===== src/rtl/bist_pkg.sv =====
// -----------------------------------------------------------------------------
// bist_pkg
// Shared definitions for the multiplier BIST controller: FSM state encoding,
// default geometry, pattern-generator seed and taps, and the fault-free MISR
// signature for the default 2x2 multiplier.
// -----------------------------------------------------------------------------
package bist_pkg;

  typedef enum logic [1:0] {
    ST_IDLE    = 2'd0,
    ST_RUN     = 2'd1,
    ST_COMPARE = 2'd2,
    ST_DONE    = 2'd3
  } bist_state_t;

  localparam int BIST_W    = 2;
  localparam int BIST_NVEC = 16;

  // First non-zero pattern; the all-zero vector is applied before it.
  localparam logic [2*BIST_W-1:0] BIST_SEED      = 4'b0001;

  // Feedback taps for x^4 + x^3 + 1: new LSB = p[3] ^ p[2].
  localparam logic [2*BIST_W-1:0] BIST_LFSR_TAPS = 4'b1100;

  // Signature left in the MISR after the 16-vector sequence with a
  // fault-free multiplier.
  localparam logic [2*BIST_W-1:0] BIST_GOLDEN_SIG = 4'b0100;

endpackage


===== src/rtl/bist_misr.sv =====
// -----------------------------------------------------------------------------
// bist_misr
// Multiple-input signature register compacting one product per enabled cycle.
//   s0 <= s[N-1] ^ d0 ; si <= s[i-1] ^ di ; s[N-1] additionally folds in s[N-1]
// Ports:
//   clk  in   clock, rising edge
//   clr  in   synchronous clear (dominates en)
//   en   in   absorb d this cycle
//   d    in   DATA_W-bit product to compact
//   sig  out  current signature
// -----------------------------------------------------------------------------
module bist_misr #(
  parameter int DATA_W = 4
) (
  input  logic              clk,
  input  logic              clr,
  input  logic              en,
  input  logic [DATA_W-1:0] d,
  output logic [DATA_W-1:0] sig
);

  function automatic logic [DATA_W-1:0] misr_next(
    input logic [DATA_W-1:0] s,
    input logic [DATA_W-1:0] din
  );
    logic [DATA_W-1:0] n;
    n[0] = s[DATA_W-1] ^ din[0];
    for (int i = 1; i < DATA_W; i++) begin
      n[i] = s[i-1] ^ din[i];
    end
    // The top stage also feeds back on itself.
    n[DATA_W-1] = n[DATA_W-1] ^ s[DATA_W-1];
    return n;
  endfunction

  always_ff @(posedge clk) begin
    if (clr) begin
      sig <= '0;
    end else if (en) begin
      sig <= misr_next(sig, d);
    end
  end

endmodule


===== src/rtl/bist_mul_ctrl.sv =====
// -----------------------------------------------------------------------------
// bist_mul_ctrl
// BIST controller for the array multiplier. In IDLE the functional operands
// pass straight through; in test mode the controller drives an exhaustive
// LFSR vector sequence, compacts the products in a MISR and reports pass/fail.
//
// Ports:
//   clk            in   clock, rising edge
//   reset          in   synchronous, active-low
//   a_in, b_in     in   functional operands (W bits)
//   test_mode      in   level: high starts/holds a test, low aborts/returns
//   mul_a, mul_b   out  operands to the multiplier
//   mul_y          in   combinational product from the multiplier (2W bits)
//   y              out  mul_y in IDLE, MISR signature otherwise
//   busy           out  high in RUN and COMPARE
//   test_complete  out  high in DONE
//   test_good      out  pass flag, valid while test_complete is high
//   t_a, t_b       out  vector report
//
// Optional feature macro: BIST_FAIL_LOG_EN
//   defined   - per-vector product check; t_a/t_b latch the first failing
//               vector and test_good also requires no mismatch.
//   undefined - t_a/t_b show the current (in DONE: last) vector and
//               test_good is signature-only.
// -----------------------------------------------------------------------------
module bist_mul_ctrl
  import bist_pkg::*;
#(
  parameter int                 W          = BIST_W,
  parameter int                 NVEC       = BIST_NVEC,
  parameter logic [2*W-1:0]     GOLDEN_SIG = BIST_GOLDEN_SIG
) (
  input  logic           clk,
  input  logic           reset,
  input  logic [W-1:0]   a_in,
  input  logic [W-1:0]   b_in,
  input  logic           test_mode,
  output logic [W-1:0]   mul_a,
  output logic [W-1:0]   mul_b,
  input  logic [2*W-1:0] mul_y,
  output logic [2*W-1:0] y,
  output logic           busy,
  output logic           test_complete,
  output logic           test_good,
  output logic [W-1:0]   t_a,
  output logic [W-1:0]   t_b
);

  localparam int CW = $clog2(NVEC) + 1;

  bist_state_t    state;
  logic [2*W-1:0] p;
  logic [CW-1:0]  cnt;
  logic [2*W-1:0] misr_sig;
  logic           misr_clr;
  logic           misr_en;
  logic           last_vec;
  logic           sig_ok;

  function automatic logic [2*W-1:0] lfsr_next(input logic [2*W-1:0] v);
    return {v[2*W-2:0], ^(v & BIST_LFSR_TAPS)};
  endfunction

  assign last_vec = (cnt == CW'(NVEC - 1));

  // Operand mux: functional path in IDLE, pattern register otherwise.
  assign mul_a = (state == ST_IDLE) ? a_in : p[2*W-1:W];
  assign mul_b = (state == ST_IDLE) ? b_in : p[W-1:0];
  assign y     = (state == ST_IDLE) ? mul_y : misr_sig;

  // Any path back to IDLE (reset, abort, DONE exit) leaves the MISR empty.
  assign misr_clr = !reset || (state == ST_IDLE) || !test_mode;
  assign misr_en  = (state == ST_RUN);

  bist_misr #(
    .DATA_W(2*W)
  ) u_misr (
    .clk (clk),
    .clr (misr_clr),
    .en  (misr_en),
    .d   (mul_y),
    .sig (misr_sig)
  );

`ifdef BIST_FAIL_LOG_EN
  logic           fail_seen;
  logic [W-1:0]   fail_a;
  logic [W-1:0]   fail_b;
  logic [2*W-1:0] prod_chk;

  // Operands are zero-extended so the reference product is a full 2W bits.
  assign prod_chk = {{W{1'b0}}, p[2*W-1:W]} * {{W{1'b0}}, p[W-1:0]};

  always_ff @(posedge clk) begin
    if (!reset || (state == ST_IDLE) || !test_mode) begin
      fail_seen <= 1'b0;
      fail_a    <= '0;
      fail_b    <= '0;
    end else if ((state == ST_RUN) && !fail_seen && (mul_y != prod_chk)) begin
      fail_seen <= 1'b1;
      fail_a    <= p[2*W-1:W];
      fail_b    <= p[W-1:0];
    end
  end

  assign t_a    = fail_a;
  assign t_b    = fail_b;
  assign sig_ok = (misr_sig == GOLDEN_SIG) && !fail_seen;
`else
  assign t_a    = p[2*W-1:W];
  assign t_b    = p[W-1:0];
  assign sig_ok = (misr_sig == GOLDEN_SIG);
`endif

  // Control FSM. Vector 0 (all zeros) is applied on the first RUN cycle, the
  // seed on the second, then the LFSR steps. The pattern is frozen on the
  // last RUN cycle so the last vector stays visible through DONE.
  always_ff @(posedge clk) begin
    if (!reset) begin
      state         <= ST_IDLE;
      p             <= '0;
      cnt           <= '0;
      busy          <= 1'b0;
      test_complete <= 1'b0;
      test_good     <= 1'b0;
    end else begin
      unique case (state)
        ST_IDLE: begin
          p   <= '0;
          cnt <= '0;
          if (test_mode) begin
            state <= ST_RUN;
            busy  <= 1'b1;
          end
        end
        ST_RUN: begin
          if (!test_mode) begin
            state <= ST_IDLE;
            p     <= '0;
            cnt   <= '0;
            busy  <= 1'b0;
          end else begin
            cnt <= cnt + CW'(1);
            if (cnt == '0) begin
              p <= BIST_SEED;
            end else if (!last_vec) begin
              p <= lfsr_next(p);
            end
            if (last_vec) begin
              state <= ST_COMPARE;
            end
          end
        end
        ST_COMPARE: begin
          if (!test_mode) begin
            state <= ST_IDLE;
            p     <= '0;
            cnt   <= '0;
            busy  <= 1'b0;
          end else begin
            test_good     <= sig_ok;
            test_complete <= 1'b1;
            busy          <= 1'b0;
            state         <= ST_DONE;
          end
        end
        ST_DONE: begin
          if (!test_mode) begin
            state         <= ST_IDLE;
            p             <= '0;
            cnt           <= '0;
            test_complete <= 1'b0;
            test_good     <= 1'b0;
          end
        end
      endcase
    end
  end

endmodule


===== config.mk =====
export PLATFORM = sky130hd
export DESIGN_NAME = bist_mul_ctrl
export DESIGN_NICKNAME = d
export VERILOG_FILES = /design/src/rtl/bist_pkg.sv /design/src/rtl/bist_misr.sv /design/src/rtl/bist_mul_ctrl.sv
export SDC_FILE = /design/constraint.sdc
export NUM_CORES = 1
export LEC_CHECK = 0
export BUFFER_PORTS_ARGS = -buffer_cell sky130_fd_sc_hd__buf_2
export CAP_MARGIN = 20
export CORE_ASPECT_RATIO = 1.2
export CORE_MARGIN = 1
export CORE_UTILIZATION = 45
export CTS_BUF_LIST = sky130_fd_sc_hd__clkbuf_8
export CTS_CLUSTER_SIZE = 25
export DETAILED_ROUTE_END_ITERATION = 7
export PLACE_DENSITY = 0.69
export SYNTH_ARGS = -nofsm -noshare
export SYNTH_HDL_FRONTEND = slang
export SYNTH_SLANG_ARGS = --single-unit

===== constraint.sdc =====
create_clock -name clk -period 4.51 [get_ports clk]
set_input_delay 0.451 -clock clk [delete_from_list [all_inputs] [get_ports clk]]
set_output_delay 0.451 -clock clk [all_outputs]
set_load 0.01 [all_outputs]

==> metrics.csv, run 1 <==
metric;value;unit
Max VDD drop;182.4;µV
Layout Utilization;0.5534;
first-iteration detailed-routing DRC count;11;
Top FF cell, synth;dfxtp_1;
Yosys cell types;36;
CP endpoint;y[1];
Die Span Y;56.37;µm
CTS clock-pin slew for the worst setup and hold paths;0.07;ns
total of max-cap violations;0;
CTS buffer count;3;
Die Wd;47.31;µm
# IOs;26;
Setup Total Neg Slack;0;ns
largest net degree at the start of global routing;18;
met3 WL;90;µm
GP Congestion;0.7787;
WL per Instance;13.39;µm
vias in the first global route;872;
RSZ-0062 raised after global routing;no;
Root Buffer;clkbuf_8;
Max Fclk;0.4633;GHz
Least-Margin Pin Slew;0.5835;ns
Top Layer Used;met4;
Hold WC Path Type;register to register;
total wire length;2384;µm
Mean Syn Cell Area;8.940;µm²
P_leak;0.5245;nW
Synth Register Bits;18;
synth-to-layout area growth;15.12;%
reg2reg setup slack;2.46;ns
via count;984;
H-tree levels;1;
Clock Sinks;18;
Slew HR;0.6110;
row count;19;
Post-CTS Setup Bufs;0;
Final Setup Violations;0;
hold_ws;0.4775;ns
I/O Buffers;25;
Post-Syn Nets;144;
DR pass1 iterations;4;
pins over their slew limit;0;
worst r2r path cells;5;
Gate Count Post-Synth;124;
filler instances;221;
Seq/Total Area, Yosys;0.3251;
crit path DAT;1.71;ns
Fin Clk Skew;0.003074;ns
global route total overflow;0;
Hold Buf Count CTS;0;
antenna violations before repair;0;
# DRC;0;
core area;0.002306;mm²
Critical Path Start;state[0];
yosys warns;0;
first-pass GRT wire length;3781;µm
met2 wire len;1205;µm
CP Launch Type;register;
layout cells sized above 1;0.2177;
Post-layout nets;169;
met1 WL;1045;µm
Clk Latency, worst-skew pair;0.25;ns
reg2reg start;state[1];
Post-Syn Area;0.001109;mm²
Worst EP required;4.06;ns
Max clock buf depth;2;
outcome;completed;
via/cell ratio;5.528;
min-delay src;test_complete;
Tcrit/Tclk final;0.4786;
Worst R2R End;p[2];
Routed Antenna Nets;0;
Diodes inserted;0;
final hold violations;0;
share of synthesized registers carrying an async set or reset;0;
HPWL after DPL;1786;µm
fin crit period;2.158;ns
GRT Overall Usage;0.1985;
critical path peak fanout;11;
CP endpoint kind;output pin;
number of synthesized flops with an enable pin;0;
Critical Setup Path Class;register to output pin;
Post-CTS Resized;0;
Initial Util;0.4807;
P per Cell Area;318.4;mW/mm²
Die ar.;0.002667;mm²
TritonCTS clock tree;yes;
-- kinds of logic after synthesis --
| family | count (synthesis) | share of synthesized area |
|---|---|---|
| XOR/XNOR | 5 | 0.03950 |
| adder cells (fa/ha/maj) | 9 | 0.1016 |
| AO/OA/AOI/OAI | 25 | 0.1456 |
| AND/OR/NAND/NOR | 42 | 0.2156 |
| multiplexers | 11 | 0.1084 |
| flip-flops | 18 | 0.3251 |
| buffers and inverters | 14 | 0.06433 |
-- layer usage --
metal  vias up  GRT usage
li1        486          -
met1       472     0.2400
met2        21     0.3288
met3         5    0.03215
met4         0    0.08571
met5         -          0
-- cells in the final DEF (no fill, tap or decap), drive strengths merged, types with 2 or more instances in the layout --
| cell | n |
|---|---|
| a211oi | 3 |
| a21oi | 8 |
| a311oi | 2 |
| a31oi | 2 |
| a32o | 3 |
| buf | 25 |
| clkbuf | 3 |
| dfxtp | 18 |
| ha | 9 |
| inv | 9 |
| mux2 | 8 |
| mux2i | 3 |
| nand2 | 11 |
| nand2b | 3 |
| nand3 | 4 |
| nor2 | 7 |
| nor2b | 2 |
| nor4 | 3 |
| nor4b | 2 |
| o21ai | 6 |
| or3 | 3 |
| xnor2 | 4 |
-- critical path, cell delays in order (launching register included) --
cell and delay [ns]:
dfxtp_1 0.35, inv_1 0.13, ha_1 0.46, mux2_1 0.37
buf_2 0.14
-- per-stage QoR --
step	setup slack, ns	cells	power (mW)	cell area, µm²
detailed placement	2.506	175	0.2999	1235
floorplan	2.754	124	0.2688	1109
finish	2.352	178	0.4063	1276
global route	2.218	178	0.4293	1276
global placement	2.646	175	0.2957	1235
CTS	2.323	178	0.4112	1276
-- how the worst min path moves through the flow --
stage,end,depth (start not counted)
4_1_cts,test_complete,2
3_3_place_gp,test_complete,2
3_5_place_dp,test_complete,2
6_report,test_complete,2
5_1_grt,u_misr.sig[0],3
2_1_floorplan,cnt[4],2
-- cells in the mapped netlist, types with 4 or more instances --
master | instances | share of area
xnor2_1 | 4 | 0.032
nor2_1 | 7 | 0.024
ha_1 | 9 | 0.10
inv_1 | 8 | 0.027
nand2_1 | 11 | 0.037
mux2_1 | 8 | 0.081
nand3_1 | 4 | 0.018
a21oi_1 | 8 | 0.036
dfxtp_1 | 18 | 0.33
-- report_power, final --
part	internal [mW]	leakage [nW]	switching [mW]	total [mW]
clock network	0.0594	0.0216	0.0517	0.111
logic	0.0534	0.357	0.0671	0.121
registers	0.167	0.146	0.00777	0.175
-- final cells by class --
class / count / area, µm² / share of cell area
repair buffers: 25 / 125.1 / 0.09804
multi-input cells: 92 / 676.9 / 0.5304
inverters: 9 / 33.78 / 0.02647
well taps: 31 / 38.79 / 0.03039
clock buffers: 3 / 41.29 / 0.03235
flip-flops and latches: 18 / 360.3 / 0.2824
-- registers in the layout (all words and copies together) (netlist names) --
signal	flops
busy	1
cnt	5
p	4
state	2
test_complete	1
test_good	1
u_misr.sig	4
(Power assumes the default switching activity.)
==> inputs of run 2 (changes only) <==
--- a/config.mk
+++ b/config.mk
@@ -5,6 +5,7 @@
 export SDC_FILE = /design/constraint.sdc
 export NUM_CORES = 1
 export LEC_CHECK = 0
+export ABC_AREA = 1
 export BUFFER_PORTS_ARGS = -buffer_cell sky130_fd_sc_hd__buf_2
 export CAP_MARGIN = 20
 export CORE_ASPECT_RATIO = 1.2
==> constraint.sdc (replaced) <==
create_clock -name clk -period 2.05 [get_ports clk]
set_input_delay 0.205 -clock clk [delete_from_list [all_inputs] [get_ports clk]]
set_output_delay 0.205 -clock clk [all_outputs]
set_load 0.01 [all_outputs]
==> run 2 against run 1 <==
  * Register-to-register slack got worse by 2.1 ns
  * Largest cell class unchanged
  * Die area decreased by 0.55%
  * Area after synthesis decreased by 0.56%
  * Global-route usage increased by 0.33 points
  * Hold slack got worse by 0.20 ns
  * Critical endpoint is now mul_a[0]
  * Synthesized cell count increased by 40%
  * Critical path type unchanged
  * Highest routed layer unchanged
  * Combinational power increased to 5.5 times the previous value
  * Final area increased by 2.8%
  * Critical path depth unchanged
  * Clock power increased to 2.6 times the previous value
  * Sequential share of layout area decreased by 0.78 points
  * Power increased to 3.5 times the previous value
==> metrics.csv, run 2 <==
metric;value;unit;change
core area;0.002306;mm²;unchanged
Slew HR;0.6819;;+0.07088
Gate Count Post-Synth;174;;+40%
fin crit period;1.830;ns;
Worst EP required;1.85;ns;-2.21 ns
Mean Syn Cell Area;6.335;µm²;-29%
crit path DAT;1.62;ns;-0.09 ns
GRT Overall Usage;0.2018;;+0.003253
global route total overflow;0;;unchanged
max reg flops;5;;unchanged
Clock Sinks;18;;unchanged
Fin Clk Skew;0.003912;ns;+0.0008384 ns
Root Buffer;clkbuf_8;;
P per Cell Area;1080;mW/mm²;+240%
CP endpoint kind;output pin;;
P_leak;0.6819;nW;+30%
CTS clock-pin slew for the worst setup and hold paths;0.07;ns;about the same
filler instances;231;;+4.5%
Max VDD drop;573.9;µV;+210%
Post-Syn Nets;194;;+35%
largest net degree at the start of global routing;18;;unchanged
Yosys cell types;17;;-53%
WL per Instance;10.13;µm;-24%
pins over their slew limit;0;;unchanged
Hold Buf Count CTS;0;;unchanged
first-iteration detailed-routing DRC count;12;;+1
TritonCTS clock tree;yes;;
Top FF cell, synth;dfxtp_1;;
met2 usage;0.3810;;+0.05219
Clk Latency, worst-skew pair;0.26;ns;about the same
Die Span Y;56.22;µm;-0.27%
leading area contributor after synthesis;dfxtp_1;;
Post-CTS Resized;0;;unchanged
non-filler cells, final;232;;+30%
first-pass GRT wire length;3905;µm;+3.3%
share of the synthesized area in the top cell type;0.3269;;+0.001845
Final Setup Violations;0;;unchanged
Post-Syn Area;0.001102;mm²;-0.56%
Critical Path Start;state[0];;
Post-CTS Setup Bufs;0;;unchanged
top cells by count, synth;39 x nand2_1, 33 x nor2_1, 29 x inv_1, 18 x dfxtp_1, 15 x o21ai_0;;
# IOs;26;;unchanged
top cells by area, synth;dfxtp_1 33%, nand2_1 13%, nor2_1 11%;;
Biggest register;cnt;;
commonest cells after routing, fill and taps aside;39 x nand2_1, 33 x nor2_1, 29 x inv_1, 25 x buf_2, 18 x dfxtp_1;;
layout cells sized above 1;0.1592;;-0.05848
Setup Total Neg Slack;0;ns;unchanged
row count;19;;unchanged
met1 usage;0.2004;;-0.03960
hold_ws;0.2769;ns;-0.2006 ns
total of max-cap violations;0;;unchanged
number of synthesized flops with an enable pin;0;;unchanged
busiest grt layer;met2;;
vias in the first global route;1029;;+18%
Tcrit/Tclk final;0.8924;;
CP endpoint;mul_a[0];;
Least-Margin Pin Slew;0.4772;ns;-0.1063 ns
DP Cell Count;228;;+30%
Initial Util;0.4780;;-0.002713
synth-to-layout area growth;19.07;%;
largest registers;cnt (5), p (4), u_misr.sig (4);;
CTS buffer count;3;;unchanged
commonest non-fill, non-tap cell in the layout;nand2_1;;
yosys warns;0;;unchanged
Post-layout nets;222;;+31%
Max Fclk;0.5466;GHz;
Seq/Total Area, Yosys;0.3269;;+0.001845
Diodes inserted;0;;unchanged
Synth Register Bits;18;;unchanged
Die ar.;0.002652;mm²;-0.55%
# DRC;0;;unchanged
outcome;completed;;
I/O Buffers;25;;unchanged
antenna violations before repair;0;;unchanged
critical path's slowest cell;dfxtp_1;;
via count;1115;;+13%
CP Launch Type;register;;
Hold WC Path Type;input pin to register;;
Routed Antenna Nets;0;;unchanged
Critical Path Max Stage Delay;0.42;ns;-0.04 ns
final hold violations;0;;unchanged
Max clock buf depth;2;;unchanged
critical path peak fanout;17;;+6
Critical Setup Path Class;register to output pin;;
Die Wd;47.18;µm;-0.27%
GP Congestion;0.8160;;+4.8%
RSZ-0062 raised after global routing;no;;
count leader, synth;nand2_1;;
total wire length;2351;µm;-1.4%
H-tree levels;1;;unchanged
worst r2r path cells;10;;+5
share of synthesized registers carrying an async set or reset;0;;unchanged
DR pass1 iterations;4;;unchanged
HPWL after DPL;1876;µm;+5.0%
CP cell instances;inv_1 > ha_1 > o21ai_0 > buf_2;;
reg2reg setup slack;0.40;ns;-2.06 ns
via/cell ratio;4.806;;-13%
reg2reg start;state[0];;
Worst R2R End;state[0];;
met3 Track Usage GR;0.02922;;-0.002934
run 2: cell families (layout without fill, tap and decap cells):
kind of cell	Yosys count	after routing	synth area share
and+or+nand+nor	85	85	0.3121
buffers and inverters	32	59	0.1101
AOI/OAI and AO/OA	27	27	0.1249
xor gates and xnor gates	3	3	0.02384
adders and majority gates	9	9	0.1022
DFF	18	18	0.3269
run 2: per-layer routing:
metal  vias to the layer above  share of wire
met5                         -              0
met4                         0          0.015
met3                         4          0.034
met2                        28           0.53
met1                       493           0.42
li1                        590              -
run 2: area by class of cell:
class                   count  area (µm²)  area share
repair buffers             25       125.1     0.09533
clock buffers               4       55.05     0.04194
well taps                  31       38.79     0.02955
inverters                  30       112.6     0.08580
flip-flops and latches     18       360.3      0.2745
multi-input cells         124       620.6      0.4728
run 2: report_power, final:
group / switching (mW) / total, mW / internal [mW] / leakage [nW]
clock: 0.121 / 0.291 / 0.171 / 0.0288
combinational: 0.430 / 0.666 / 0.236 / 0.507
sequential: 0.0517 / 0.460 / 0.409 / 0.146
total: 0.602 / 1.42 / 0.816 / 0.682
run 2: worst min path at each step:
stage | cells after the start | slack [ns] | to | start
floorplan | 4 | 0.43 | state[0] | test_mode
global placement | 2 | 0.44 | test_good | test_good
detailed placement | 2 | 0.48 | busy | busy
CTS | 3 | 0.27 | state[0] | reset
global route | 3 | 0.28 | p[0] | reset
finish | 3 | 0.28 | p[0] | reset
run 2: per-stage QoR:
| step | worst slack [ns] | power, mW | util | instance area, µm² |
|---|---|---|---|---|
| 2_1_floorplan | 0.6239 | 0.9393 | - | 1102 |
| 3_3_place_gp | 0.5145 | 1.112 | 0.5453 | 1257 |
| 3_5_place_dp | 0.4089 | 1.135 | 0.5453 | 1257 |
| 4_1_cts | 0.2259 | 1.432 | 0.5692 | 1313 |
| 5_1_grt | 0.1180 | 1.563 | 0.5692 | 1313 |
| 6_report | 0.2205 | 1.418 | 0.5692 | 1313 |
run 2: critical path, delay by kind of cell (launching register included):
| kind | cells | cell delay (ns) |
|---|---|---|
| fa+ha+maj | 1 | 0.39 |
| compound gates | 1 | 0.27 |
| flops | 1 | 0.42 |
| buf+inv | 2 | 0.29 |
